`config.mk`:
```
export PLATFORM = sky130hd
export DESIGN_NAME = rr_bus_arbiter4
export DESIGN_NICKNAME = d
export VERILOG_FILES = /design/src/rtl/rr_bus_arbiter4_pkg.sv /design/src/rtl/MUX4T1_32.sv /design/src/rtl/rr_bus_arbiter4.sv
export SDC_FILE = /design/constraint.sdc
export NUM_CORES = 1
export LEC_CHECK = 0
export CORE_MARGIN = 4
export CORE_UTILIZATION = 25
export DETAILED_ROUTE_END_ITERATION = 10
export PLACE_DENSITY = 0.78
export REMOVE_ABC_BUFFERS = 1
export SYNTH_ARGS = -nofsm -noshare
export SYNTH_HDL_FRONTEND = slang
export SYNTH_SLANG_ARGS = --single-unit
```
`constraint.sdc`:
```
create_clock -name i_clk -period 2.1 [get_ports i_clk]
set_input_delay 0.42 -clock i_clk [delete_from_list [all_inputs] [get_ports i_clk]]
set_output_delay 0.42 -clock i_clk [all_outputs]
set_load 0.05 [all_outputs]
```
`src/rtl/rr_bus_arbiter4_pkg.sv`:
```
// rtl/rr_bus_arbiter4_pkg.sv - shared types and constants for the 4-way round-robin bus arbiter
package rr_bus_arbiter4_pkg;

  typedef enum logic {
    ST_IDLE = 1'b0,
    ST_BUSY = 1'b1
  } state_t;

  localparam int         NREQ     = 4;
  localparam int         DATA_W   = 32;
  // Starting from 3 makes requester 0 the first winner after reset
  localparam logic [1:0] LAST_RST = 2'd3;

endpackage

```
`src/rtl/MUX4T1_32.sv`:
```
// rtl/MUX4T1_32.sv - 4:1 multiplexer for 32-bit words
module MUX4T1_32 (
  input  logic [31:0] i_d0,
  input  logic [31:0] i_d1,
  input  logic [31:0] i_d2,
  input  logic [31:0] i_d3,
  input  logic [1:0]  i_sel,
  output logic [31:0] o_y
);

  // Pure combinational select
  always_comb begin
    case (i_sel)
      2'd0:    o_y = i_d0;
      2'd1:    o_y = i_d1;
      2'd2:    o_y = i_d2;
      default: o_y = i_d3;
    endcase
  end

endmodule

```
`src/rtl/rr_bus_arbiter4.sv`:
```
// rtl/rr_bus_arbiter4.sv - round-robin arbiter sharing one 32-bit bus port among four requesters
module rr_bus_arbiter4
  import rr_bus_arbiter4_pkg::*;
#(
  parameter int TIMEOUT = 16,
  parameter int CNT_W   = 5
) (
  input  logic        i_clk,
  input  logic        i_rst,
  input  logic [3:0]  i_req,
  input  logic [31:0] i_i0,
  input  logic [31:0] i_i1,
  input  logic [31:0] i_i2,
  input  logic [31:0] i_i3,
  input  logic        i_bus_ack,
  output logic [3:0]  o_grant,
  output logic [1:0]  o_sel,
  output logic        o_bus_valid,
  output logic [31:0] o_bus_data,
  output logic [3:0]  o_done,
  output logic [3:0]  o_err
);

  state_t             r_state;
  logic [NREQ-1:0]    r_grant;
  logic [1:0]         r_sel;
  logic [1:0]         r_last;
  logic [CNT_W-1:0]   r_cnt;
  logic [NREQ-1:0]    r_done;
  logic [NREQ-1:0]    r_err;

  state_t             w_state_n;
  logic [NREQ-1:0]    w_grant_n;
  logic [1:0]         w_sel_n;
  logic [1:0]         w_last_n;
  logic [CNT_W-1:0]   w_cnt_n;
  logic [NREQ-1:0]    w_done_n;
  logic [NREQ-1:0]    w_err_n;
  logic [1:0]         w_winner;
  logic [DATA_W-1:0]  w_mux;

  // First set request bit scanning upward from the slot after the last owner;
  // the last owner is visited last, which is what gives it lowest priority.
  function automatic logic [1:0] rr_pick(input logic [NREQ-1:0] req, input logic [1:0] last);
    logic [1:0] idx;
    logic       found;
    rr_pick = last;
    found   = 1'b0;
    for (int k = 1; k <= NREQ; k++) begin
      idx = last + 2'(k);
      if (!found && req[idx]) begin
        rr_pick = idx;
        found   = 1'b1;
      end
    end
  endfunction

  // State register; reset drops the grant immediately and forgets the transfer
  always_ff @(posedge i_clk or posedge i_rst) begin
    if (i_rst) begin
      r_state <= ST_IDLE;
      r_grant <= '0;
      r_sel   <= 2'd0;
      r_last  <= LAST_RST;
      r_cnt   <= '0;
      r_done  <= '0;
      r_err   <= '0;
    end else begin
      r_state <= w_state_n;
      r_grant <= w_grant_n;
      r_sel   <= w_sel_n;
      r_last  <= w_last_n;
      r_cnt   <= w_cnt_n;
      r_done  <= w_done_n;
      r_err   <= w_err_n;
    end
  end

  // Next-state logic: arbitrate in IDLE; in BUSY resolve ack > timeout > abort
  always_comb begin
    w_state_n = r_state;
    w_grant_n = r_grant;
    w_sel_n   = r_sel;
    w_last_n  = r_last;
    w_cnt_n   = r_cnt;
    w_done_n  = '0;
    w_err_n   = '0;
    w_winner  = rr_pick(i_req, r_last);
    case (r_state)
      ST_IDLE: begin
        if (|i_req) begin
          w_state_n = ST_BUSY;
          w_grant_n = 4'b0001 << w_winner;
          w_sel_n   = w_winner;
          w_cnt_n   = '0;
        end
      end
      ST_BUSY: begin
        if (i_bus_ack) begin
          w_done_n[r_sel] = 1'b1;
          w_grant_n       = '0;
          w_last_n        = r_sel;
          w_state_n       = ST_IDLE;
        end else if (r_cnt == CNT_W'(TIMEOUT - 1)) begin
          w_err_n[r_sel]  = 1'b1;
          w_grant_n       = '0;
          w_last_n        = r_sel;
          w_state_n       = ST_IDLE;
        end else if (!i_req[r_sel]) begin
          w_grant_n       = '0;
          w_last_n        = r_sel;
          w_state_n       = ST_IDLE;
        end else begin
          w_cnt_n         = r_cnt + CNT_W'(1);
        end
      end
      default: begin
        w_state_n = ST_IDLE;
        w_grant_n = '0;
      end
    endcase
  end

  MUX4T1_32 u_mux (
    .i_d0  (i_i0),
    .i_d1  (i_i1),
    .i_d2  (i_i2),
    .i_d3  (i_i3),
    .i_sel (r_sel),
    .o_y   (w_mux)
  );

  assign o_grant     = r_grant;
  assign o_sel       = r_sel;
  assign o_bus_valid = |r_grant;
  assign o_bus_data  = w_mux & {DATA_W{o_bus_valid}};
  assign o_done      = r_done;
  assign o_err       = r_err;

endmodule
```
Word-level counts from Yosys, hierarchy flattened. Cells that the tools add are included.

$add $sub $neg: 4. $mul: 0. Divide/modulo/power cells: 0. $lt $le $gt $ge: 6. Equality and inequality tests: 9. Shift operators: 1. Multiplexer cells: 43. Bitwise logic cells: 2. Reductions and logical operators: 14.

Operators with widths (number): one-hot mux 32 bit (3 select lines) (1); 2-to-1 mux 4 bit (9); bitwise AND 32 bit (1); 2-to-1 mux 5 bit (4); less-than comparator 2 x 3 -> 1 bit (second input constant) (5); 2-to-1 mux 2 bit (7); 2-to-1 mux 1 bit (13); binary-select mux 1 bit (select 2 bit) (5); one-hot mux 5 bit (2 select lines) (1); one-hot mux 4 bit (2 select lines) (1); OR reduction 4 bit (2); inequality test 2 bit (second input constant) (3); AND reduction 2 bit (3); adder 5 x 1 -> 5 bit (second input constant) (1); equality test 5 x 4 -> 1 bit (second input constant) (1); adder 2 bit (second input constant) (2); logical AND 1 bit (4); inequality test 4 bit (second input constant) (1); AND reduction 4 bit (1); << shifter 1 x 2 -> 4 bit (first input constant) (1); zero test 1 bit (3); inequality test 3 bit (second input constant) (1); adder 2 x 1 -> 2 bit (second input constant) (1); demux 1 bit (select 2 bit) (1); 7 further kinds (7).

Register bits after elaboration: 22. Bits in latches: 0. RAM bits: 0. Bits in read-only memories: 0. Input port bits: 135. Output and inout bits: 47. Word-level logic and storage cells: 86. Memories kept: 0.

Longest topological paths before layout. Gate-level depths: netlist of the first run.

Depth after elaboration: 16. Depth in mapped cells: 7. Mapped depth without buffers: 7.

Hierarchy. Synthesis of the first run repeated with hierarchy kept, for this count alone.

Cell total of the unflattened synthesis: 175. Area total of the unflattened synthesis: 2067.0 sq um.

Modules (own cells, without submodules): rr_bus_arbiter4 (times used 1, cells an instance 136, area each 1252.5 sq um, sequential area each 553.0 sq um); MUX4T1_32 (times used 1, cells an instance 39, area each 814.5 sq um, sequential area each 0.0 sq um).

Least setup slack after synthesis of the first run. Ideal clock, no wire load.

Path type: reg2out. Start point: reg r_sel[0], in the netlist o_sel[0]. End point: out o_bus_data[25]. Data arrival time: 2.101 ns. Required time: 1.680 ns. Setup slack: -0.421 ns. Stages on the path, launching flop included: 5. Buffers on the path: 2. Cell sequence: dfrtp_1 buf_4 buf_2 mux4_2 nor2b_1.

Word-level cells in the longest chain between the ends: 3. Elaborated cells on any way between the ends: 5. Classes of those cells: eq/ne (2); mux (1); bitwise (1); reduce/logical (1).

RTL lines: from (decl) (line rr_bus_arbiter4.sv:26) `logic [1:0] r_sel;`; from (signal assigned) (line rr_bus_arbiter4.sv:71) `r_sel <= w_sel_n;`; equality test 2 bit (tied with other cells) (line MUX4T1_32.sv:13) `case (i_sel)`; one-hot mux 32 bit (3 select lines) * (line MUX4T1_32.sv:13); bitwise AND 32 bit * (line rr_bus_arbiter4.sv:136) `assign o_bus_data = w_mux & {DATA_W{o_bus_valid}};`; to (decl) (line rr_bus_arbiter4.sv:19) `output logic [31:0] o_bus_data,`.

Mark *: on every way between the ends. The rest lies on a longest branch, timed or not.

Worst setup path in the final report of the first run.
Start point: reg r_sel[0], in the netlist o_sel[0]. End point: out o_bus_data[14].

Same word-level chain as after synthesis.

==> results of run 1 <==
==> final cells by class <==
type / count / share of cell area (%)
clock buffer: 4 / 1.28
sequential: 22 / 12.9
inverter: 5 / 0.435
tap: 102 / 2.96
timing repair buffer: 200 / 49.7
multi-input combinational: 126 / 32.7
==> timing repair <==
item                                    4_1_cts  5_1_grt
endpoints found under the setup margin       32       32
pin swaps                                     0        0
gates cloned                                  2        0
resized for setup                            39        5
endpoints found under the hold margin         0        0
buffers inserted                              6        0
==> cells in the final DEF (no fill, tap or decap), drive strengths merged, types with 2 or more instances in the layout <==
| master | synthesis | layout |
|---|---|---|
| nand2 | 9 | 9 |
| mux2 | 2 | 2 |
| clkbuf | 3 | 4 |
| nor2 | 9 | 9 |
| ha | 2 | 2 |
| o21ai | 4 | 4 |
| a32o | 2 | 2 |
| nand3b | 3 | 3 |
| dfstp | 2 | 2 |
| nand3 | 3 | 3 |
| mux2i | 2 | 2 |
| nor2b | 33 | 33 |
| mux4 | 33 | 33 |
| o31ai | 3 | 3 |
| dfrtp | 20 | 20 |
| nor4 | 2 | 2 |
| inv | 5 | 5 |
| nand2b | 3 | 3 |
| nor3 | 2 | 2 |
| and3 | 2 | 2 |
| buf | 9 | 54 |
| clkdlybuf4s50 | 0 | 146 |
==> kinds of logic after synthesis <==
kind of cell,count (synthesis)
buffers and inverters,17
adders and majority gates,2
DFF,22
muxes,37
AOI/OAI and AO/OA,18
xor gates and xnor gates,1
and+or+nand+nor,68
==> flip-flops by register name, summed over array words and instances, names as in the netlist <==
name and cells:
o_err 4, r_last 2, o_done 4, r_state 1
o_sel 2, r_cnt 5, o_grant 4
==> stage by stage <==
step,utilization [%],hold WS (ns),worst slack (ns)
after global routing,55.8,0.524,-0.0994
after detailed placement,52.7,0.482,0.0249
final,55.8,0.488,-0.0301
after global placement,52.7,0.463,0.0102
after floorplan,-,0.408,-1.25
after CTS,56.5,0.496,-0.0757
==> worst register-to-register path, cell delays in order (launching register included) <==
cell	delay, ns
dfrtp_1	0.42
ha_1	0.22
and3_1	0.18
ha_1	0.23
nor3b_1	0.20
buf_4	0.16
nand2_2	0.10
o211ai_1	0.21
o31ai_1	0.10
==> power breakdown <==
group | leakage (nW) | internal [mW] | total, mW | switching (mW)
clock network | 0.0288 | 0.167 | 0.296 | 0.129
registers | 0.288 | 0.560 | 0.737 | 0.177
logic | 1.38 | 3.00 | 6.87 | 3.87
==> metal layers <==
layer	vias to the layer above	share of wire (%)
li1	1021	-
met1	1134	36
met2	99	56
met3	10	6.9
met4	0	1.1
met5	-	0
==> worst max-delay path by stage <==
stage / slack [ns] / startpoint / end
2_1_floorplan: -1.25 / o_sel[0] / o_bus_data[0]
3_3_place_gp: 0.01 / i_i3[18] / o_bus_data[18]
3_5_place_dp: 0.02 / i_req[3] / r_last[1]
4_1_cts: -0.08 / o_sel[0] / o_bus_data[29]
5_1_grt: -0.1 / o_sel[0] / o_bus_data[0]
6_report: -0.03 / o_sel[0] / o_bus_data[14]
==> results.json, run 1 <==
{
  "cp_cell_sequence": "buf_6 > mux4_2 > nor2b_4 > buf_12",
  "period_share_pct": 101,
  "synth_simple_gate_area_share_pct": 19.6,
  "die_h_um": 97.0,
  "final_area_um2": 4310,
  "async_reset_ff_share_pct": 100,
  "synth_cells": 165,
  "synth_compound_gate_area_share_pct": 7.08,
  "syn2layout_area_growth_pct": 118,
  "hpwl_um": 7010,
  "drive_gt1_share_pct": 30.3,
  "tritoncts": "yes",
  "finalCriticalPeriod_ns": 2.13,
  "clock-sinks": 22,
  "crit_slowest_cell": "mux4_2",
  "grtUsageMet2_pct": 35.4,
  "vias": 2264,
  "drc_errors": 0,
  "place_inst": 450,
  "synth_fa_ha_area_share_pct": 1.26,
  "synthTopCellsByCount": "mux4_2, nor2b_1, dfrtp_1",
  "synth_area_um2": 1980,
  "irDropWorstVdd_mv": 0.778,
  "status": "complete, but fails checks",
  "critPathMaxStageDelay_ns": 0.52,
  "grt_setup_unrepaired": "yes",
  "track_usage_pct": 18.8,
  "fillers": 624,
  "clock-root-buffer": "clkbuf_8",
  "max_freq_ghz": 0.469,
  "drt_wl_total_um": 8890,
  "final_hold_viol_count": 0,
  "diodes": 0,
  "dieArea_um2": 9410,
  "yosys-top-cells-area": "mux4_2, dfrtp_1, nor2b_1, dfstp_2, nor2_1",
  "power.leakage_nw": 1.70,
  "synth_edf_count": 0,
  "total_power_mw": 7.91,
  "drt-pass1-iter-count": 4,
  "worstHoldPathType": "in2async",
  "initialDrtViolationCount": 71,
  "placed_area_um2": 4080,
  "ctsHoldBuffers": 0,
  "r2r_start": "r_cnt[0]",
  "synth_top_family_by_area": "multiplexers",
  "synth_top_area_share_pct": 37.5,
  "grt_pass1_vias": 2498,
  "tightest_slew_ns": 0.677,
  "grtUsageMet1_pct": 21.2,
  "path_delay_family": "multiplexers",
  "path_buf_inv": 2,
  "required_ns": 1.68,
  "post_drt_wl_per_cell_um": 19.4,
  "reg2reg_depth": 8,
  "synth_cell_types": 39,
  "die_w_um": 97.0,
  "cp_max_fo": 8,
  "cp.depth": 4,
  "slew_headroom_pct": 54.1,
  "io_buffers": 181,
  "htree_num_levels": 1,
  "grt_antenna_before_repair": 0,
  "io_pins": 182,
  "end_kind": "output pin",
  "setup_viol_count_final": 22,
  "setup_ws_ns": -0.0301,
  "seq_area_um2": 556,
  "gp_congestion": 0.878,
  "ys_ff_latch": 22,
  "core_area_um2": 7730,
  "synth-xor-area-share_pct": 0.442,
  "synth-main-ff-cell": "dfrtp_1",
  "path_class": "reg2out",
  "fin_cells": 459,
  "synth_top_cell_by_area": "mux4_2",
  "ys_seq_area_share_pct": 27.9,
  "ant_nets": 0,
  "synth_area_per_cell_um2": 12.0,
  "use_met3_pct": 5.48,
  "multi_input_area_um2": 1410,
  "synthMuxAreaShare_pct": 39.7,
  "grt_first_pass_wirelength_um": 14100,
  "start_util_pct": 25.6,
  "fin_skew_ns": 0.00220,
  "start_kind": "flip-flop",
  "grt_busiest_layer": "met2",
  "via_per_inst": 4.93,
  "cap_violations": 0,
  "clk_path_buf_depth": 2,
  "fp-row-count": 32,
  "r2r_slack_ns": 0.17,
  "final_nets": 495,
  "slew_violations": 0,
  "p_per_area_nw_per_um2": 1830,
  "clk_latency_ns": 0.26,
  "cts_buffers": 3,
  "clk_pin_slew_worst_paths_ns": 0.07,
  "r2r_end": "r_cnt[3]",
  "fin_tns_setup_ns": -0.315,
  "overflow": 0,
  "arrival_ns": 1.71,
  "grt_max_degree": 34,
  "violations": "setup timing",
  "ys_warn_count": 0
}
(Power assumes the default switching activity.)
==> run 2, diff against run 1 <==
--- a/config.mk
+++ b/config.mk
@@ -9,6 +9,7 @@
 export CORE_UTILIZATION = 25
 export DETAILED_ROUTE_END_ITERATION = 10
 export PLACE_DENSITY = 0.78
+export RECOVER_POWER = 100
 export REMOVE_ABC_BUFFERS = 1
 export SYNTH_ARGS = -nofsm -noshare
 export SYNTH_HDL_FRONTEND = slang
==> run 2 against run 1 <==
The flow still finishes with violations (setup timing). Combinational power fell by 0.6%. Critical path type unchanged. Routed wire length barely moved. Non-clock buffer count did not move. Highest routed layer unchanged. Global-route usage did not move. Sequential share of layout area about the same. Clock power about the same. Die area unchanged.
==> results.json, run 2 (synthesis results as in run 1) <==
{
  "status": "complete, but fails checks",
  "violations": "setup timing",
  "clk_pin_slew_worst_paths_ns": 0.08,
  "path_class": "reg2out",
  "fp-row-count": 32,
  "slew_violations": 0,
  "fin_skew_ns": 0.00292,
  "setup_ws_ns": -0.0275,
  "clock-sinks": 22,
  "drc_errors": 0,
  "clk_path_buf_depth": 2,
  "cp_max_fo": 8,
  "final_nets": 495,
  "finalCriticalPeriod_ns": 2.13,
  "io_pins": 182,
  "fin_cells": 459,
  "via_per_inst": 4.95,
  "final_hold_viol_count": 0,
  "clk_latency_ns": 0.26,
  "drt_wl_total_um": 8880,
  "grt_pass1_vias": 2498,
  "p_int_mw": 3.69,
  "dieArea_um2": 9410,
  "syn2layout_area_growth_pct": 117,
  "power.leakage_nw": 1.73,
  "setup_viol_count_final": 22,
  "start_util_pct": 25.6,
  "vias": 2273,
  "grt_first_pass_wirelength_um": 14100,
  "max_freq_ghz": 0.470,
  "ctsHoldBuffers": 0,
  "dp_slack_ns": 0.0249,
  "fin_tns_setup_ns": -0.292,
  "netSwitchingFraction_pct": 53.1,
  "top_register": "r_cnt",
  "critPathMaxStageDelay_ns": 0.52,
  "final_common_cell": "clkdlybuf4s50_1",
  "hpwl_um": 7010,
  "cp-startpoint": "o_sel[0]",
  "diodes": 0,
  "die_h_um": 97.0,
  "end_kind": "output pin",
  "tritoncts": "yes",
  "switchingPower_mw": 4.17,
  "worstHoldPathType": "reg2reg",
  "final_area_um2": 4300,
  "start_kind": "flip-flop",
  "cp_cell_sequence": "buf_6 > mux4_2 > nor2b_4 > buf_12",
  "htree_num_levels": 1,
  "largest_reg_flops": 5,
  "io_buffers": 181,
  "grt_max_degree": 34,
  "slew_headroom_pct": 25.0,
  "crit_slowest_cell": "mux4_2",
  "irDropWorstVdd_mv": 0.774,
  "cts_buffers": 3,
  "core_area_um2": 7730,
  "place_inst": 450,
  "placed_area_um2": 4080,
  "comb_power_share_pct": 86.9,
  "post_drt_wl_per_cell_um": 19.4,
  "cap_violations": 0,
  "r2r_start": "r_cnt[0]",
  "initialDrtViolationCount": 66,
  "arrival_ns": 1.71,
  "gp_congestion": 0.878,
  "die_w_um": 97.0,
  "clock-root-buffer": "clkbuf_8",
  "final_cell_mix": "clkdlybuf4s50_1, mux4_2, buf_6",
  "p_clk_share_pct": 3.8,
  "p_seq_share_pct": 9.3,
  "drt-pass1-iter-count": 4,
  "grt_antenna_before_repair": 0,
  "p_per_area_nw_per_um2": 1830,
  "overflow": 0,
  "hp-start": "r_cnt[3]",
  "ant_nets": 0,
  "period_share_pct": 101,
  "required_ns": 1.68,
  "grt_setup_unrepaired": "yes",
  "fillers": 629,
  "drive_gt1_share_pct": 29.1,
  "hold_ws_ns": 0.503,
  "track_usage_pct": 18.8,
  "tightest_slew_ns": 1.13
}
[run 2: cell count changes in the layout (fill, tap and decap cells not counted)]
cell,change
clkbuf_4,+1
or2_1,-1
or2_0,+1
dlygate4sd3_1,+14
clkbuf_1,+3
a21oi_2,-1
a21oi_1,+1
buf_4,-4
clkdlybuf4s50_1,-14
[run 2: path summary, 6_finish.rpt]
kind	to	slack, ns	cells past startpoint
hold / removal	r_cnt[3]	0.50	1
min in group asynchronous	o_err[2]	0.95	3
max in group asynchronous	o_sel[0]	0.40	3
setup / recovery	o_bus_data[14]	-0.03	4
setup reg to reg	r_cnt[3]	0.10	8
hold reg to reg	r_cnt[3]	0.50	1
[run 2: through the flow]
step / power, mW / utilization (%)
after floorplan: 4.31 / -
after global placement: 6.98 / 52.7
after detailed placement: 7.03 / 52.7
after CTS: 8.05 / 56.5
after global routing: 8.19 / 55.6
final: 7.86 / 55.6
[run 2: timing repair]
| action | 4_1_cts | 5_1_grt |
|---|---|---|
| hold endpoints to repair | 0 | 0 |
| setup endpoints to repair | 32 | 32 |
| gates cloned | 2 | 0 |
| setup buffers | 6 | 0 |
| gates resized for setup | 39 | 5 |
[run 2: power groups by stage]
| stage | logic, mW | clock network [mW] | registers, mW |
|---|---|---|---|
| after global routing | 7.11 | 0.323 | 0.753 |
| after global placement | 6.25 | 0 | 0.732 |
| after floorplan | 3.18 | 0 | 1.13 |
| final | 6.83 | 0.296 | 0.735 |
| after detailed placement | 6.29 | 0 | 0.744 |
| after CTS | 7.01 | 0.302 | 0.741 |
[run 2: critical path: cells and delay by family, from the launching register on]
| kind | cells | cell delay (ns) |
|---|---|---|
| flops | 1 | 0.43 |
| simple gates | 1 | 0.15 |
| mux | 1 | 0.52 |
| buf+inv | 2 | 0.34 |
[run 2: area by class of cell]
class | count | area (um^2) | area share, %
inverters | 5 | 18.8 | 0.437
multi-input cells | 126 | 1410 | 32.8
repair buffers | 200 | 2130 | 49.6
flip-flops and latches | 22 | 556 | 12.9
clock buffers | 4 | 55.1 | 1.28
well taps | 102 | 128 | 2.97
[run 2: layer usage]
metal  share of wire (%)  GRT usage [%]  up-vias
li1                    -              -     1021
met1                  36           21.2     1133
met2                  55           35.4      105
met3                 6.9           5.48       14
met4                 1.6           2.92        0
met5                   0              0        -
==> run 3, diff against run 2 <==
--- a/config.mk
+++ b/config.mk
@@ -5,7 +5,7 @@
 export SDC_FILE = /design/constraint.sdc
 export NUM_CORES = 1
 export LEC_CHECK = 0
-export CORE_MARGIN = 4
+export CORE_MARGIN = 5
 export CORE_UTILIZATION = 25
 export DETAILED_ROUTE_END_ITERATION = 10
 export PLACE_DENSITY = 0.78
==> constraint.sdc (replaced) <==
create_clock -name i_clk -period 2.5 [get_ports i_clk]
set_input_delay 0.5 -clock i_clk [delete_from_list [all_inputs] [get_ports i_clk]]
set_output_delay 0.5 -clock i_clk [all_outputs]
set_load 0.05 [all_outputs]
==> run 3 against run 2 <==
Largest power group unchanged. Flip-flop and latch count stayed put. Final area is 10% lower. The run now ends clean. Largest cell class unchanged. Critical path type unchanged. Total power is 31% lower.
==> results.json, run 3 (synthesis results as in run 1) <==
{
  "status": "finished, final reports clean",
  "fin_skew_ns": 0.00101,
  "io_buffers": 181,
  "start_kind": "flip-flop",
  "track_usage_pct": 17.6,
  "post_cts_buffers": 0,
  "period_share_pct": 94.3,
  "fin_tns_setup_ns": 0,
  "final_common_cell": "clkdlybuf4s50_1",
  "drt-pass1-iter-count": 4,
  "utilization_pct": 49.9,
  "cts_buffers": 3,
  "overflow": 0,
  "ctsHoldBuffers": 0,
  "seq_area_um2": 556,
  "via_per_inst": 4.89,
  "cap_violations": 0,
  "multi_input_area_um2": 1350,
  "core_area_um2": 7730,
  "final_nets": 482,
  "largest_reg_flops": 5,
  "fin_cells": 446,
  "max_freq_ghz": 0.424,
  "worstHoldPathType": "reg2reg",
  "clk_path_buf_depth": 2,
  "place_inst": 442,
  "final_area_um2": 3850,
  "setup_ws_ns": 0.142,
  "clock-root-buffer": "clkbuf_8",
  "arrival_ns": 1.86,
  "dp_slack_ns": 0.247,
  "cp_max_fo": 15,
  "syn2layout_area_growth_pct": 94.5,
  "placed_area_um2": 3910,
  "dieArea_um2": 9800,
  "top_register": "r_cnt",
  "p_per_area_nw_per_um2": 1400,
  "final_cell_mix": "clkdlybuf4s50_1, mux4_2, nor2b_1",
  "die_h_um": 99.0,
  "clk_latency_ns": 0.26,
  "grt_first_pass_wirelength_um": 13700,
  "tightest_slew_ns": 0.812,
  "drive_gt1_share_pct": 24.1,
  "total_power_mw": 5.39,
  "gp_congestion": 0.876,
  "drc_errors": 0,
  "post_drt_wl_per_cell_um": 19.5,
  "grt_pass1_vias": 2412,
  "cts_resized": 0,
  "diodes": 0,
  "tritoncts": "yes",
  "slew_headroom_pct": 45.8,
  "die_w_um": 99.0,
  "finalCriticalPeriod_ns": 2.36,
  "final_hold_viol_count": 0,
  "hpwl_um": 7320,
  "io_pins": 182,
  "fillers": 705,
  "vias": 2180,
  "htree_num_levels": 1,
  "required_ns": 2.00,
  "end_kind": "output pin",
  "clock-sinks": 22,
  "path_class": "reg2out",
  "slew_violations": 0,
  "setup_viol_count_final": 0,
  "drt_wl_total_um": 8710,
  "fp-row-count": 32,
  "irDropWorstVdd_mv": 0.753,
  "clk_pin_slew_worst_paths_ns": 0.07,
  "ant_nets": 0,
  "grt_max_degree": 34,
  "hold_ws_ns": 0.509,
  "grt_setup_unrepaired": "no",
  "power.leakage_nw": 1.55,
  "initialDrtViolationCount": 36,
  "grt_antenna_before_repair": 0,
  "start_util_pct": 25.6
}
==> run 3: changes by cell type in the layout (fill, tap and decap cells not counted), sizes merged <==
cell           previous run  this run
clkdlybuf4s50           132       131
dlygate4sd3              14        16
clkbuf                    8        23
buf                      50        21
==> run 3: worst paths after layout <==
kind                           from        endpoint  slack [ns]  cells after the start
max in group asynchronous     i_rst       r_last[0]        1.07                      3
min reg2reg                r_cnt[4]        r_cnt[4]        0.51                      2
min                        r_cnt[4]        r_cnt[4]        0.51                      2
max reg2reg                r_cnt[0]        r_cnt[3]        0.39                      7
min in group asynchronous     i_rst       o_done[1]        0.84                      2
max                        o_sel[1]  o_bus_data[27]        0.14                      4
==> run 3: cell type report <==
type                       instances  share of cell area (%)
inverter                           5                   0.487
timing repair buffer             187                    45.5
multi-input combinational        126                    35.1
clock buffer                       4                    1.17
tap                              102                    3.31
sequential                        22                    14.4
==> run 3: where the power goes <==
group	internal, mW	total (mW)	leakage [nW]	switching [mW]
clock	0.114	0.223	0.0228	0.109
sequential	0.470	0.617	0.288	0.148
combinational	1.56	4.55	1.24	2.99
total	2.14	5.39	1.55	3.25
==> run 3: routing by layer <==
metal,wire length (um),track usage [%],up-vias
met2,4660,33.2,96
met4,157,4.20,0
li1,-,-,995
met1,3180,20.2,1079
met3,708,3.47,10
met5,0,0,-
==> run 3: worst max-delay path: stages, from the launching register on <==
cell and delay (ns):
dfrtp_2 0.56, buf_4 0.32, mux4_2 0.34, nor2b_1 0.15, clkbuf_4 0.23
